<file path="src/rtl/wb_stage_pkg.sv">
// Shared CPU definitions for the write-back slice.
//   - Write-source select codes (in_wsel): WSEL_ALU, WSEL_MEM, WSEL_LINK.
//   - Load-operation codes (in_ldop): LDOP_LW..LDOP_LHU; 5-7 decode as lw.
//   - RESET_PC4: PC+4 of the text base, the PC4_W value after reset.
//   - wb_reg_t: the MEM/WB pipeline register fields.
package cpu_defs;

  localparam logic [1:0] WSEL_ALU  = 2'd0;
  localparam logic [1:0] WSEL_MEM  = 2'd1;
  localparam logic [1:0] WSEL_LINK = 2'd2;

  localparam logic [2:0] LDOP_LW  = 3'd0;
  localparam logic [2:0] LDOP_LB  = 3'd1;
  localparam logic [2:0] LDOP_LBU = 3'd2;
  localparam logic [2:0] LDOP_LH  = 3'd3;
  localparam logic [2:0] LDOP_LHU = 3'd4;

  localparam logic [31:0] RESET_PC4 = 32'h0000_3004;

  typedef struct packed {
    logic        valid;
    logic [31:0] pc4;
    logic [4:0]  wa;
    logic        we;
    logic [1:0]  wsel;
    logic [31:0] alu;
    logic [31:0] mem;
    logic [2:0]  ldop;
  } wb_reg_t;

endpackage

</file>
<file path="src/rtl/wb_stage_load_ext.sv">
// load_ext: combinational load-data alignment and extension.
// Ports:
//   mem      in  32  raw word read from data memory
//   addr     in  2   low bits of the load byte address
//   ldop     in  3   load operation (lw/lb/lbu/lh/lhu; 5-7 act as lw)
//   data     out 32  aligned, sign/zero-extended load result
//   misalign out 1   address not aligned to the access size (ungated)
module load_ext
  import cpu_defs::*;
(
  input  logic [31:0] mem,
  input  logic [1:0]  addr,
  input  logic [2:0]  ldop,
  output logic [31:0] data,
  output logic        misalign
);

  logic [7:0]  byte_sel;
  logic [15:0] half_sel;

  // Little-endian lanes: byte 0 is mem[7:0], half 0 is mem[15:0].
  assign byte_sel = mem[{addr, 3'b000} +: 8];
  assign half_sel = mem[{addr[1], 4'b0000} +: 16];

  always_comb begin
    // NOTE: every output gets a default first so no path through the case leaves it unassigned (no latch).
    data     = mem;
    misalign = 1'b0;
    case (ldop)
      LDOP_LB:  data = {{24{byte_sel[7]}}, byte_sel};
      LDOP_LBU: data = {24'h0, byte_sel};
      LDOP_LH: begin
        data     = {{16{half_sel[15]}}, half_sel};
        misalign = addr[0];
      end
      LDOP_LHU: begin
        data     = {16'h0, half_sel};
        misalign = addr[0];
      end
      default:  misalign = |addr;  // lw and the unused codes 5-7
    endcase
  end

endmodule

</file>
<file path="src/rtl/wb_stage.sv">
// wb_stage: MEM/WB pipeline register plus write-back logic feeding the GRF
// write port, with a forwarding tap on the value being written.
// Ports:
//   clk, reset           clock; synchronous active-high reset
//   stall_w, flush_w     hold the register / load a bubble (flush wins)
//   in_valid..in_ldop    MEM-stage instruction fields
//   WA, WD, GRFwe, PC4_W GRF write port driven from the register
//   fwd_valid            WA/WD are a live bypass source (== GRFwe)
//   misalign             load address not aligned to its access size
// Configuration: define WB_TRACE_EN to print every GRF write in simulation;
// the hardware is the same either way.
module wb_stage #(
  parameter int          DW        = 32,  // only 32 is supported
  parameter logic [31:0] RESET_PC4 = cpu_defs::RESET_PC4
) (
  input  logic          clk,
  input  logic          reset,
  input  logic          stall_w,
  input  logic          flush_w,
  input  logic          in_valid,
  input  logic [DW-1:0] in_pc4,
  input  logic [4:0]    in_wa,
  input  logic          in_we,
  input  logic [1:0]    in_wsel,
  input  logic [DW-1:0] in_alu,
  input  logic [DW-1:0] in_mem,
  input  logic [2:0]    in_ldop,
  output logic [4:0]    WA,
  output logic [DW-1:0] WD,
  output logic          GRFwe,
  output logic [DW-1:0] PC4_W,
  output logic          fwd_valid,
  output logic          misalign
);

  import cpu_defs::*;

  wb_reg_t     r;
  logic [31:0] ld_data;
  logic        ld_misalign;

  always_ff @(posedge clk) begin
    // NOTE: sequential state uses non-blocking assignments so every register samples pre-edge values.
    if (reset) begin
      r <= '{valid: 1'b0, pc4: RESET_PC4, wa: 5'd0, we: 1'b0, wsel: WSEL_ALU,
             alu: 32'd0, mem: 32'd0, ldop: LDOP_LW};
    end else if (flush_w) begin
      // Only the qualifiers are cleared; the payload of a bubble is never observed as a write.
      r.valid <= 1'b0;
      r.we    <= 1'b0;
    end else if (!stall_w) begin
      r <= '{valid: in_valid, pc4: in_pc4, wa: in_wa, we: in_we, wsel: in_wsel,
             alu: in_alu, mem: in_mem, ldop: in_ldop};
    end
  end

  load_ext u_load_ext (
    .mem      (r.mem),
    .addr     (r.alu[1:0]),
    .ldop     (r.ldop),
    .data     (ld_data),
    .misalign (ld_misalign)
  );

  // Alignment only matters for a live load that is actually written back.
  assign misalign = r.valid & r.we & (r.wsel == WSEL_MEM) & ld_misalign;

  always_comb begin
    WD = r.alu;  // WSEL_ALU and the reserved code 3
    case (r.wsel)
      WSEL_MEM:  WD = ld_data;
      WSEL_LINK: WD = r.pc4 + 32'd4;  // link value is PC+8
      default:   WD = r.alu;
    endcase
  end

  assign WA        = r.wa;
  assign PC4_W     = r.pc4;
  assign GRFwe     = r.valid & r.we & (r.wa != 5'd0) & ~misalign;
  assign fwd_valid = GRFwe;

`ifdef WB_TRACE_EN
  always @(posedge clk) begin
    if (!reset && GRFwe) $display("@%h: $%d <= %h", PC4_W - 32'd4, WA, WD);
  end
`endif

endmodule

</file>
<file path="config.mk">
export PLATFORM = sky130hd
export DESIGN_NAME = wb_stage
export DESIGN_NICKNAME = d
export VERILOG_FILES = /design/src/rtl/wb_stage_pkg.sv /design/src/rtl/wb_stage_load_ext.sv /design/src/rtl/wb_stage.sv
export SDC_FILE = /design/constraint.sdc
export NUM_CORES = 1
export LEC_CHECK = 0
export ABC_AREA = 0
export BUFFER_PORTS_ARGS = -buffer_cell sky130_fd_sc_hd__clkbuf_2
export CELL_PAD_IN_SITES_DETAIL_PLACEMENT = 1
export CELL_PAD_IN_SITES_GLOBAL_PLACEMENT = 1
export CORE_MARGIN = 5
export CORE_UTILIZATION = 40
export DETAILED_ROUTE_END_ITERATION = 7
export PLACE_DENSITY = 0.88
export SLEW_MARGIN = 25
export SYNTH_ARGS = -nofsm -noshare
export SYNTH_HDL_FRONTEND = slang
export SYNTH_SLANG_ARGS = --single-unit
</file>
<file path="constraint.sdc">
create_clock -name clk -period 4.5 [get_ports clk]
set_clock_uncertainty 0.15 [all_clocks]
set_input_delay 0.675 -clock clk [delete_from_list [all_inputs] [get_ports clk]]
set_output_delay 0.675 -clock clk [all_outputs]
set_load 0.02 [all_outputs]
</file>
[After elaboration in Yosys (flattened, before gate mapping)]
Cells that the tools add are included.
Storage, ports and cells
  bits in registers: 108
  word-level logic and storage cells: 34
Cells by class
  $add $sub $neg: 1
  eq/ne operators: 6
  shift-type cells: 2
  multiplexer cells: 3
  bitwise logic cells: 8
  reductions and logical operators: 6
Operators with widths (number)
  $pmux 32 s4: 1
  $pmux 32 s2: 1
  $add 32x3->32 const B: 1
  $shiftx 32x6->16: 1
  $shiftx 32x6->8: 1
  $reduce_or 2->1: 4
  $eq 3x2->1 const B: 2
  $and 1x1->1: 5
  $reduce_bool 5->1: 1
  $eq 3x1->1 const B: 1
  $eq 3x3->1 const B: 1
  $not 1->1: 3
  $eq 2x1->1 const B: 1
  $eq 2x2->1 const B: 1
  $pmux 1 s2: 1
  $reduce_and 2->1: 1

[Logic depth before layout (Yosys ltp)]
Gate-level depths: netlist of run 1.
  depth in word-level cells: 6
  depth in mapped cells: 8
  gate-level depth less buffers: 7

[By module]
From an unflattened synthesis of run 1, not the netlist that was laid out.
Second synthesis, totals
  cells, all modules: 802
  area, all modules: 5925.7 sq um
By module, submodules not included
  wb_stage: times used 1, cells each 699, area each 5172.5 sq um, sequential area each 2162.1 sq um
  load_ext: times used 1, cells each 103, area each 753.2 sq um, sequential area each 0.0 sq um

[Least setup slack after synthesis of run 1]
OpenSTA, ideal clock, no wires.
  path kind: register to output
  start: reg r[1] in the netlist's numbering
  end: out fwd_valid
  arrival time: 2093 ps
  required time: 3675 ps
  path slack: 1582 ps
  cell stages (with the launch flop): 8
  cell sequence: dfxtp_1 > buf_2 > nor2_1 > clkbuf_1 > a211oi_1 > nor3_1 > nor2_1 > buf_4
Between the ends
  longest elaborated chain between the ends: 6
  elaborated cells between the ends (all ways): 10
RTL lines
  from (decl): line wb_stage.sv:38  | wb_reg_t r;
  from (signal assigned): line wb_stage.sv:45  | r <= '{valid: 1'b0, pc4: RESET_PC4, wa: 5'd0, we: 1'b0, wsel: WSEL_ALU,
  from (signal assigned): line wb_stage.sv:52  | r <= '{valid: in_valid, pc4: in_pc4, wa: in_wa, we: in_we, wsel: in_wsel,
  $eq 3x2->1, or another cell as far along: line wb_stage_load_ext.sv:29  | case (ldop)
  $reduce_or 2->1 (no source line)
  $pmux 1 s2 *: line wb_stage_load_ext.sv:29
  $and 1x1->1 *: line wb_stage.sv:66  | assign misalign = r.valid & r.we & (r.wsel == WSEL_MEM) & ld_misalign;
  net misalign: line wb_stage.sv:33  | output logic misalign
  $not 1->1 *: line wb_stage.sv:79  | assign GRFwe = r.valid & r.we & (r.wa != 5'd0) & ~misalign;
  $and 1x1->1 *: line wb_stage.sv:79
  to (decl): line wb_stage.sv:32  | output logic fwd_valid,
Mark *: on every way through the listed nets, which the timed path passes. The rest lies on a longest branch.

[Worst setup path after layout of run 1]
  start: reg r[67] in the netlist's numbering
  end: out WD[16]
Between the ends
  longest elaborated chain between the ends: 2
  elaborated cells between the ends (all ways): 3
RTL lines
  $eq 2x2->1 or $eq 2x1->1 (tied branches): line wb_stage.sv:70  | case (r.wsel)
  $pmux 32 s2 *: line wb_stage.sv:70
  to (decl): line wb_stage.sv:29  | output logic [DW-1:0] WD,
Every way passes the cells marked *; elsewhere a longest branch is shown, timed or not.

==> key figures, run 1 <==
Status
  – Status: finished, final reports clean

Floorplanning
  – Die ar.: 0.0179 sq mm
  – Io pins: 184
  – Die Y-Extent: 134 um
  – Initial core utilization: 40.5%
  – Num rows: 45
  – Die W: 134 um
  – Core area: 0.0151 sq mm

Routing
  – Met3 routed WL: 1.56 mm
  – DR WL/cell: 19.7 um
  – Antenna Nets Post-Route: 0
  – DRC errors left: 0
  – Pre-antenna DRT Iters: 5
  – Via count: 6,299
  – DRT iter0 DRCs: 515
  – Wirelength, routed: 22.2 mm
  – Top layer in use: met5
  – Vias per cell: 5.60
  – Wire length on met1: 9.40 mm
  – Metal2 WL: 10.7 mm

Worst setup path
  – Worst path bufs/invs: 2
  – Worst R2R Setup Slack: 3.15 ns
  – Cell breakdown of the critical path: inv_1 > ha_1 > nor2b_1 > o211ai_2 > o221ai_1 > clkbuf_2
  – Largest delay contributor family on the critical path: compound AO/OA/AOI/OAI gates
  – CP Launch Type: flop
  – Critical path endpoint category: output port
  – CP max stage cell: ha_1
  – Worst path required time: 3.67 ns
  – Critical Path Stages: 6
  – Max incr delay on CP: 0.53 ns
  – Reg2reg path depth: 2
  – CP startpoint: r[67]
  – R2R Path Start: r[36]
  – Worst-path fanout max: 19
  – Critical path arrival: 3.03 ns
  – WS Path Type: flop to output port

Synth
  – Post-Syn Area: 0.00611 sq mm
  – Post-Synth Simple-Gate Area: 26.5%
  – Area share of fa/ha/maj cells after synthesis: 0.819%
  – EDFF count, synth: 0
  – Yosys warns: 0
  – Largest family of logic cells by synthesized area: simple AND/OR/NAND/NOR gates
  – Post-Synthesis Net Count: 945
  – Post-Syn Area per Cell: 7.37 sq um
  – Ys flop type: dfxtp_1
  – Post-synthesis mux area share: 1.72%
  – Synthesized flop and latch total: 108
  – Gate Count Post-Synth: 829
  – Ys async rst share: 0%
  – Sequential fraction of the synthesis area: 35.4%
  – Yosys top cell area share: 35.4%
  – XOR/XNOR share of the synthesized area: 4.30%
  – Synth area leaders: dfxtp_1, nand2_1, a21oi_1, buf_4, xnor2_1
  – Yosys top cell by area: dfxtp_1
  – Compound-Gate Fraction of Synth Area: 21.6%
  – Post-synthesis cell type count: 69

Pwr
  – Power Total: 2.28 mW
  – Peak supply drop: 0.000202 V
  – Pwr dens: 322 mW/mm^2
  – Leak: 2.82 nW

Min path
  – Hold depth: 2
  – Critical hold path startpoint: r[63]
  – Worst min-delay path class: flop to flop

Global route
  – GRT Resource Usage Total: 24.3%
  – Congestion Overflow GR: 0
  – Vias in the first global route: 6,346
  – Number of antenna violations at the first check in global routing: 1
  – Largest net degree at the start of global routing: 82
  – First-pass GRT wire length: 34.4 mm

CTS
  – Root buffer cell: clkbuf_16
  – Clock Sinks: 108
  – Clock transition at path regs: 0.07 ns
  – Hold_buf cts: 0
  – Number of H-tree levels: 3
  – Clock Path Buffers: 2
  – Worst skew pair latency: 0.36 ns
  – # Post-CTS Setup Buffers: 0
  – CTS-repair resized insts: 0
  – CTS tree: done
  – Num CTS Buffers: 9

STA
  – Setup_tns: 0 ns
  – Fmax achieved: 0.259 GHz
  – RSZ-0062 raised after global routing: no
  – Period minus WS final: 3.85 ns
  – Max_slew headroom: 39.7%
  – Worst slew pin tran: 0.901 ns
  – Fin. Hold Viols: 0
  – Final setup violation count: 0
  – Final worst-path cycle share: 85.7%
  – Number of max-slew violations in the final report: 0

Final layout
  – Final Instance Area: 0.00710 sq mm
  – Diodes inserted: 0
  – Nets: 1,047
  – Area Overhead vs Synth: 16.2%
  – Layout cells sized above 1: 24.6%

Placement
  – DP Area: 0.00678 sq mm
  – Port Buffer Count: 183
  – Final RePlAce weighted congestion: 0.956
  – Detailed placement HPWL: 16.5 mm

Job
  – Number of max-cap violations: 0
==> path summary, 6_finish.rpt <==
kind | end
worst max-delay path | WD[16]
worst min-delay path | r[63]
worst max register to register | r[36]
worst min register to register | r[63]
==> cells in the final DEF, fill, tap and decap left out, drive strengths merged, types with 3 or more instances in the layout <==
cell and count:
nand2 258, clkbuf 194, a21oi 113, dfxtp 108, nor2 34, xnor2 18, o21ai 18, o221ai 16
nand3 14, xor2 12, a211oi 11, inv 10, nand4 10, a22oi 9, a221oi 8, buf 8
nor3 7, and4 7, mux2i 6, o211ai 6, nor2b 5, and3 5, mux2 4, a31oi 4
ha 4, nand2b 3, o22ai 3, a221o 3, nand3b 3, or2 3, nor4 3
==> layout make-up <==
class                      count  area, sq um
sequential                   108         2160
clock inverter                 4         52.6
fill                        1998         7990
tap                          188          235
inverter                       8         30.0
multi-input combinational    614         3370
clock buffer                  12          267
timing repair buffer         190          983
==> worst min-delay path, delay by kind of cell (launching register included) <==
| kind | cells | cell delay [ns] |
|---|---|---|
| DFF | 1 | 0.31 |
| and+or+nand+nor | 1 | 0.05 |
| AOI/OAI and AO/OA | 1 | 0.05 |
==> per-layer routing <==
| layer | track usage [%] | vias up |
|---|---|---|
| met2 | 41.1 | 238 |
| li1 | - | 3028 |
| met4 | 6.29 | 2 |
| met5 | 0 | - |
| met3 | 6.46 | 34 |
| met1 | 30.7 | 2997 |
==> metrics by stage <==
stage	hold WS (ns)	worst slack, ns	util, %	std cells
2_1_floorplan	0.286	1.58	-	829
3_3_place_gp	0.292	1.18	44.9	1108
3_5_place_dp	0.300	1.16	44.9	1108
4_1_cts	0.310	0.740	47.0	1124
5_1_grt	0.330	0.457	47.0	1124
6_report	0.310	0.645	47.0	1124
==> cell usage after synthesis, types with 4 or more instances <==
| library cell | count |
|---|---|
| and4_1 | 5 |
| dfxtp_1 | 108 |
| nand3_1 | 14 |
| o211ai_1 | 5 |
| xor2_1 | 12 |
| ha_1 | 4 |
| and3_1 | 5 |
| o221ai_1 | 14 |
| clkbuf_1 | 40 |
| nor2_1 | 34 |
| nand4_1 | 7 |
| nor2b_1 | 5 |
| a221oi_1 | 7 |
| a21oi_1 | 113 |
| buf_1 | 6 |
| buf_4 | 38 |
| xnor2_1 | 18 |
| o21ai_0 | 17 |
| inv_1 | 8 |
| mux2i_1 | 6 |
| a31oi_1 | 4 |
| buf_2 | 11 |
| a211oi_1 | 10 |
| mux2_2 | 4 |
| a22oi_1 | 9 |
| nor3_1 | 6 |
| nand2_1 | 258 |
==> report_power, final <==
| group | leakage [nW] | switching (mW) | total (mW) | internal, mW |
|---|---|---|---|---|
| Combinational | 1.78 | 0.228 | 0.365 | 0.136 |
| Clock | 0.160 | 0.376 | 0.857 | 0.481 |
| Sequential | 0.883 | 0.0632 | 1.06 | 1.00 |
==> kinds of logic (layout without fill, tap and decap cells) <==
| kind of cell | count (synthesis) | in the layout |
|---|---|---|
| AOI/OAI and AO/OA | 207 | 207 |
| and+or+nand+nor | 363 | 363 |
| muxes | 10 | 10 |
| DFF | 108 | 108 |
| adders and majority gates | 4 | 4 |
| buffers and inverters | 107 | 214 |
| xor gates and xnor gates | 30 | 30 |
==> state kept, by name, indices dropped and copies added (netlist names) <==
register	flops
PC4_W	32
WA	5
r	71
Note: power is estimated with default switching activity, not from simulation.
==> run 2, diff against run 1 <==
==> constraint.sdc (replaced) <==
create_clock -name clk -period 4.5 [get_ports clk]
set_clock_uncertainty 0.15 [all_clocks]
set_input_delay 0.9 -clock clk [delete_from_list [all_inputs] [get_ports clk]]
set_output_delay 0.9 -clock clk [all_outputs]
set_load 0.02 [all_outputs]
==> run 2 against run 1 <==
Against the previous run: worst hold slack improved by 0.00089 ns; non-clock buffer count rose by 2; sequential power barely moved; cell count rose by 0.18%; clock power rose by 5.4%; count of clock-buffer cells in the layout fell by 2; critical endpoint unchanged; highest routed layer is now met4.
==> key figures, run 2 (synthesis results as in run 1) <==
Routing
  – Wirelength, routed: 22.0 mm (-0.65%)
  – Antenna Nets Post-Route: 0 (unchanged)
  – DRT iter0 DRCs: 421 (-18%)
  – Pre-antenna DRT Iters: 5 (unchanged)
  – DR WL/cell: 19.5 um (-0.83%)
  – DRC errors left: 0 (unchanged)
  – Via count: 6,237 (-0.98%)
  – Vias per cell: 5.54 (-1.2%)

CTS
  – CTS tree: done
  – Num CTS Buffers: 9 (unchanged)
  – Worst skew pair latency: 0.36 ns (about the same)
  – Clock transition at path regs: 0.08 ns (about the same)
  – Root buffer cell: clkbuf_16
  – # Post-CTS Setup Buffers: 0 (unchanged)
  – CTS-repair resized insts: 0 (unchanged)
  – Clock Sinks: 108 (unchanged)
  – Hold_buf cts: 0 (unchanged)
  – Number of H-tree levels: 3 (unchanged)
  – Clock Path Buffers: 2 (unchanged)

Pwr
  – Pwr dens: 327 mW/mm^2 (+1.6%)
  – Leak: 2.83 nW (+0.45%)
  – Peak supply drop: 0.000191 V (-5.5%)

Placement
  – DP Area: 0.00680 sq mm (+0.22%)
  – Final RePlAce weighted congestion: 0.965 (+0.90%)
  – Port Buffer Count: 183 (unchanged)
  – Detailed placement HPWL: 16.4 mm (-0.64%)

STA
  – Setup_tns: 0 ns (unchanged)
  – Period minus WS final: 4.03 ns (+0.176 ns)
  – Worst slew pin tran: 0.940 ns (+0.0383 ns)
  – Max_slew headroom: 37.1% (-2.6 points)
  – Fin. Hold Viols: 0 (unchanged)
  – Final worst-path cycle share: 89.6% (+3.9 points)
  – Fmax achieved: 0.248 GHz (-4.4%)
  – Final setup violation count: 0 (unchanged)
  – RSZ-0062 raised after global routing: no
  – Number of max-slew violations in the final report: 0 (unchanged)

Job
  – Number of max-cap violations: 0 (unchanged)

Worst setup path
  – CP Launch Type: flop
  – Worst-path fanout max: 19 (unchanged)
  – Reg-to-Reg End: r[36]
  – Worst R2R Setup Slack: 3.17 ns (+0.02 ns)
  – Critical path endpoint category: output port
  – WS Path Type: flop to output port
  – Worst path required time: 3.45 ns (-0.22 ns)
  – R2R Path Start: r[36]
  – Critical path arrival: 2.98 ns (-0.05 ns)
  – Reg2reg path depth: 2 (unchanged)

Final layout
  – Max reg flops: 71 (unchanged)
  – Area Overhead vs Synth: 16.6%
  – Final Instance Area: 0.00713 sq mm (+0.42%)
  – Commonest non-fill, non-tap cell in the layout: nand2_1
  – Diodes inserted: 0 (unchanged)
  – Fill cells: 1,998 (unchanged)
  – Commonest non-fill, non-tap cells in the layout: nand2_1, clkbuf_2, a21oi_1, dfxtp_1, nor2_1
  – Layout cells sized above 1: 24.7% (+0.16 points)
  – Nets: 1,049 (+0.19%)
  – Most flops, register: r

Floorplanning
  – Core area: 0.0151 sq mm (unchanged)
  – Io pins: 184 (unchanged)
  – Num rows: 45 (unchanged)
  – Die Y-Extent: 134 um (unchanged)
  – Die W: 134 um (unchanged)
  – Initial core utilization: 40.5% (unchanged)
  – Die ar.: 0.0179 sq mm (unchanged)

Min path
  – Hold path endpoint: r[66]
  – Critical hold path startpoint: r[66]
  – Worst min-delay path class: flop to flop
  – Hold depth: 2 (unchanged)

Global route
  – First-pass GRT wire length: 34.1 mm (-0.94%)
  – Number of antenna violations at the first check in global routing: 0 (-1)
  – Vias in the first global route: 6,238 (-1.7%)
  – GRT Resource Usage Total: 24.0% (-0.24 points)
  – Largest net degree at the start of global routing: 82 (unchanged)
  – Congestion Overflow GR: 0 (unchanged)

Status
  – Status: finished, final reports clean
run 2: changes by cell type in the layout (fill, tap and decap cells not counted):
cell        change
buf_4           +2
bufinv_16       +1
clkbuf_8        -2
clkinvlp_4      +1
inv_6           -2
inv_8           +2
run 2: worst max path at each step:
stage | slack (ns) | cells past startpoint | startpoint | to
finish | 0.47 | 6 | r[67] | WD[16]
global route | 0.34 | 6 | r[67] | WD[16]
floorplan | 1.36 | 7 | r[1] | fwd_valid
CTS | 0.50 | 6 | r[67] | WD[16]
global placement | 0.91 | 6 | r[67] | WD[17]
detailed placement | 0.91 | 6 | r[67] | WD[16]
run 2: where the power goes:
group	switching (mW)	internal (mW)
sequential	0.0626	1.00
combinational	0.228	0.137
clock	0.393	0.510
total	0.683	1.65
run 2: metrics by stage:
step,power (mW),cells,hold WS (ns),utilization [%],setup WS [ns]
after floorplan,1.31,829,0.286,-,1.36
after global placement,1.44,1110,0.295,45.0,0.913
after detailed placement,1.45,1110,0.301,45.0,0.906
after CTS,2.34,1126,0.312,47.2,0.498
after global routing,2.42,1126,0.329,47.2,0.336
final,2.33,1126,0.311,47.2,0.469
run 2: layout make-up:
type	instances	area (sq um)	share of cell area [%]
clock buffers	10	239	3.35
inverters	8	30.0	0.421
flip-flops and latches	108	2160	30.3
clock inverters	6	95.1	1.33
well taps	188	235	3.30
multi-input cells	614	3370	47.3
repair buffers	192	998	14.0
run 2: routing by layer:
layer,track usage (%),wire [um],up-vias
li1,-,-,3025
met1,30.9,9580,2991
met2,40.5,10800,193
met3,6.08,1310,28
met4,5.83,379,0
met5,0,0,-
run 2: worst max-delay path, cell delays in order, from the launching register on:
cell      delay [ns]
dfxtp_1         0.36
inv_1           0.05
ha_1            0.53
nor2b_1         0.55
o211ai_2        0.49
o221ai_1        0.38
clkbuf_2        0.24
==> run 3, diff against run 2 <==
--- a/config.mk
+++ b/config.mk
@@ -7,10 +7,10 @@
 export LEC_CHECK = 0
 export ABC_AREA = 0
 export BUFFER_PORTS_ARGS = -buffer_cell sky130_fd_sc_hd__clkbuf_2
-export CELL_PAD_IN_SITES_DETAIL_PLACEMENT = 1
-export CELL_PAD_IN_SITES_GLOBAL_PLACEMENT = 1
+export CELL_PAD_IN_SITES_DETAIL_PLACEMENT = 2
+export CELL_PAD_IN_SITES_GLOBAL_PLACEMENT = 2
 export CORE_MARGIN = 5
-export CORE_UTILIZATION = 40
+export CORE_UTILIZATION = 31
 export DETAILED_ROUTE_END_ITERATION = 7
 export PLACE_DENSITY = 0.88
 export SLEW_MARGIN = 25
==> run 3 against run 2 <==
Against the previous run: first-iteration DRC count decreased by 11%; highest routed layer unchanged; core utilization decreased by 10 points; setup slack improved by 0.084 ns; count of clock-buffer cells in the layout increased by 1; combinational power increased by 4%; total power decreased by 2.1%; wire length increased by 13%; worst hold slack improved by 0.00052 ns; cell area increased by 0.86%.
==> key figures, run 3 (synthesis results as in run 1) <==
Status
  – Status: finished, final reports clean

CTS
  – Hold_buf cts: 0 (unchanged)
  – Num CTS Buffers: 9 (unchanged)
  – Clock Sinks: 108 (unchanged)
  – CTS-repair resized insts: 0 (unchanged)
  – Clock transition at path regs: 0.08 ns (about the same)
  – Number of H-tree levels: 3 (unchanged)
  – # Post-CTS Setup Buffers: 0 (unchanged)
  – Root buffer cell: clkbuf_16
  – Worst skew pair latency: 0.36 ns (about the same)
  – CTS tree: done
  – Clock Path Buffers: 2 (unchanged)

Placement
  – Post-Place Cells: 1,188 (+7.0%)
  – Detailed placement HPWL: 19.0 mm (+16%)
  – Final RePlAce weighted congestion: 0.903 (-6.4%)
  – Port Buffer Count: 183 (unchanged)
  – DP Area: 0.00689 sq mm (+1.3%)
  – Place WS: 0.958 ns (+0.0523 ns)

Routing
  – Wirelength, routed: 24.9 mm (+13%)
  – DRT iter0 DRCs: 373 (-11%)
  – DRC errors left: 0 (unchanged)
  – Antenna Nets Post-Route: 0 (unchanged)
  – Via count: 6,352 (+1.8%)
  – Pre-antenna DRT Iters: 4 (-1)
  – Vias per cell: 5.28 (-4.8%)
  – DR WL/cell: 20.7 um (+5.7%)

Min path
  – Worst min-delay path class: flop to flop
  – Hold depth: 2 (unchanged)
  – Hold path endpoint: r[56]
  – Critical hold path startpoint: r[56]

Worst setup path
  – CP max stage cell: ha_1
  – WS Path Type: flop to output port
  – Critical path arrival: 2.90 ns (-0.08 ns)
  – R2R Path Start: r[2]
  – Worst R2R Setup Slack: 2.79 ns (-0.38 ns)
  – Worst path required time: 3.45 ns (about the same)
  – Largest delay contributor family on the critical path: compound AO/OA/AOI/OAI gates
  – Reg-to-Reg End: r[2]
  – Reg2reg path depth: 3 (+1)
  – Critical Path Stages: 6 (unchanged)
  – Max incr delay on CP: 0.51 ns (-0.04 ns)
  – Cell breakdown of the critical path: inv_1 > ha_1 > nor2b_1 > o211ai_2 > o221ai_1 > clkbuf_2
  – Worst path bufs/invs: 2 (unchanged)
  – CP Launch Type: flop
  – Critical path endpoint category: output port
  – Worst-path fanout max: 16 (-3)

Final layout
  – Area Overhead vs Synth: 17.6%
  – Final Instance Area: 0.00719 sq mm (+0.86%)
  – Fin util: 36.9% (-10 points)
  – Non-Filler Instances: 1,204 (+6.9%)
  – Layout cells sized above 1: 24.7% (unchanged)
  – Commonest non-fill, non-tap cell in the layout: nand2_1
  – Commonest non-fill, non-tap cells in the layout: nand2_1, clkbuf_2, a21oi_1, dfxtp_1, nor2_1
  – Most flops, register: r
  – Nets: 1,050 (+0.095%)
  – FF/Latch Area: 0.00216 sq mm (unchanged)
  – Area taken by multi-input logic gates: 0.00337 sq mm (unchanged)
  – Max reg flops: 71 (unchanged)
  – Fill cells: 2,335 (+17%)

Global route
  – GRT Resource Usage Total: 21.7% (-2.3 points)
  – Congestion Overflow GR: 0 (unchanged)
  – Vias in the first global route: 6,749 (+8.2%)
  – Number of antenna violations at the first check in global routing: 0 (unchanged)
  – Largest net degree at the start of global routing: 84 (+2.4%)
  – First-pass GRT wire length: 38.0 mm (+12%)

Floorplanning
  – Die Y-Extent: 150 um (+13%)
  – Num rows: 51 (+13%)
  – Die W: 150 um (+13%)
  – Initial core utilization: 31.4% (-9.1 points)
  – Core area: 0.0195 sq mm (+29%)
  – Die ar.: 0.0226 sq mm (+27%)
  – Io pins: 184 (unchanged)

STA
  – Worst slew pin tran: 0.967 ns (+0.0270 ns)
  – Fmax achieved: 0.253 GHz (+2.1%)
  – Period minus WS final: 3.95 ns (-0.0835 ns)
  – Number of max-slew violations in the final report: 0 (unchanged)
  – Fin Hold WS: 0.311 ns (+0.000518 ns)
  – Setup WS post-layout: 0.552 ns (+0.0835 ns)
  – Final worst-path cycle share: 87.7% (-1.9 points)
  – Fin. Hold Viols: 0 (unchanged)
  – RSZ-0062 raised after global routing: no
  – Max_slew headroom: 35.5% (-1.7 points)
  – Setup_tns: 0 ns (unchanged)
  – Final setup violation count: 0 (unchanged)

Pwr
  – Leak: 2.82 nW (-0.37%)
  – Pwr dens: 317 mW/mm^2 (-2.9%)
  – Power Total: 2.28 mW (-2.1%)
  – Peak supply drop: 0.000168 V (-12%)

Job
  – Number of max-cap violations: 0 (unchanged)
## run 3: cell count changes in the layout (fill, tap and decap cells not counted), sizes merged
cell,change
bufinv,-1
inv,-2
buf,+1
clkinv,+2
diode,+1
clkinvlp,-1
clkbuf,+1
## run 3: how the worst max path moves through the flow
stage	start	endpoint	slack, ns
2_1_floorplan	r[1]	fwd_valid	1.36
3_3_place_gp	r[67]	WD[16]	1.05
3_5_place_dp	r[67]	WD[16]	0.96
4_1_cts	r[67]	WD[16]	0.56
5_1_grt	r[67]	WD[31]	0.34
6_report	r[67]	WD[16]	0.55
## run 3: power by group
| part | switching (mW) | leakage [nW] | internal [mW] |
|---|---|---|---|
| Combinational | 0.242 | 1.79 | 0.137 |
| Sequential | 0.0642 | 0.883 | 1.00 |
| Clock | 0.380 | 0.151 | 0.459 |
| Total | 0.686 | 2.82 | 1.60 |
## run 3: worst min-delay path: stages (launching register included)
cell,delay (ns)
dfxtp_1,0.31
nand2_1,0.05
a21oi_1,0.05
## run 3: area by class of cell
type	count	area share, %
antenna	1	0.0348
sequential	108	30.1
timing repair buffer	193	13.8
tap	265	4.61
clock buffer	11	3.51
multi-input combinational	614	46.9
inverter	8	0.418
clock inverter	4	0.679
## run 3: layer usage
layer / track usage, % / vias to the layer above / routed length (um)
met1: 27.6 / 3149 / 10800
met4: 4.21 / 0 / 264
met3: 4.67 / 14 / 1340
li1: - / 3027 / -
met2: 38.1 / 162 / 12400
met5: 0 / - / 0
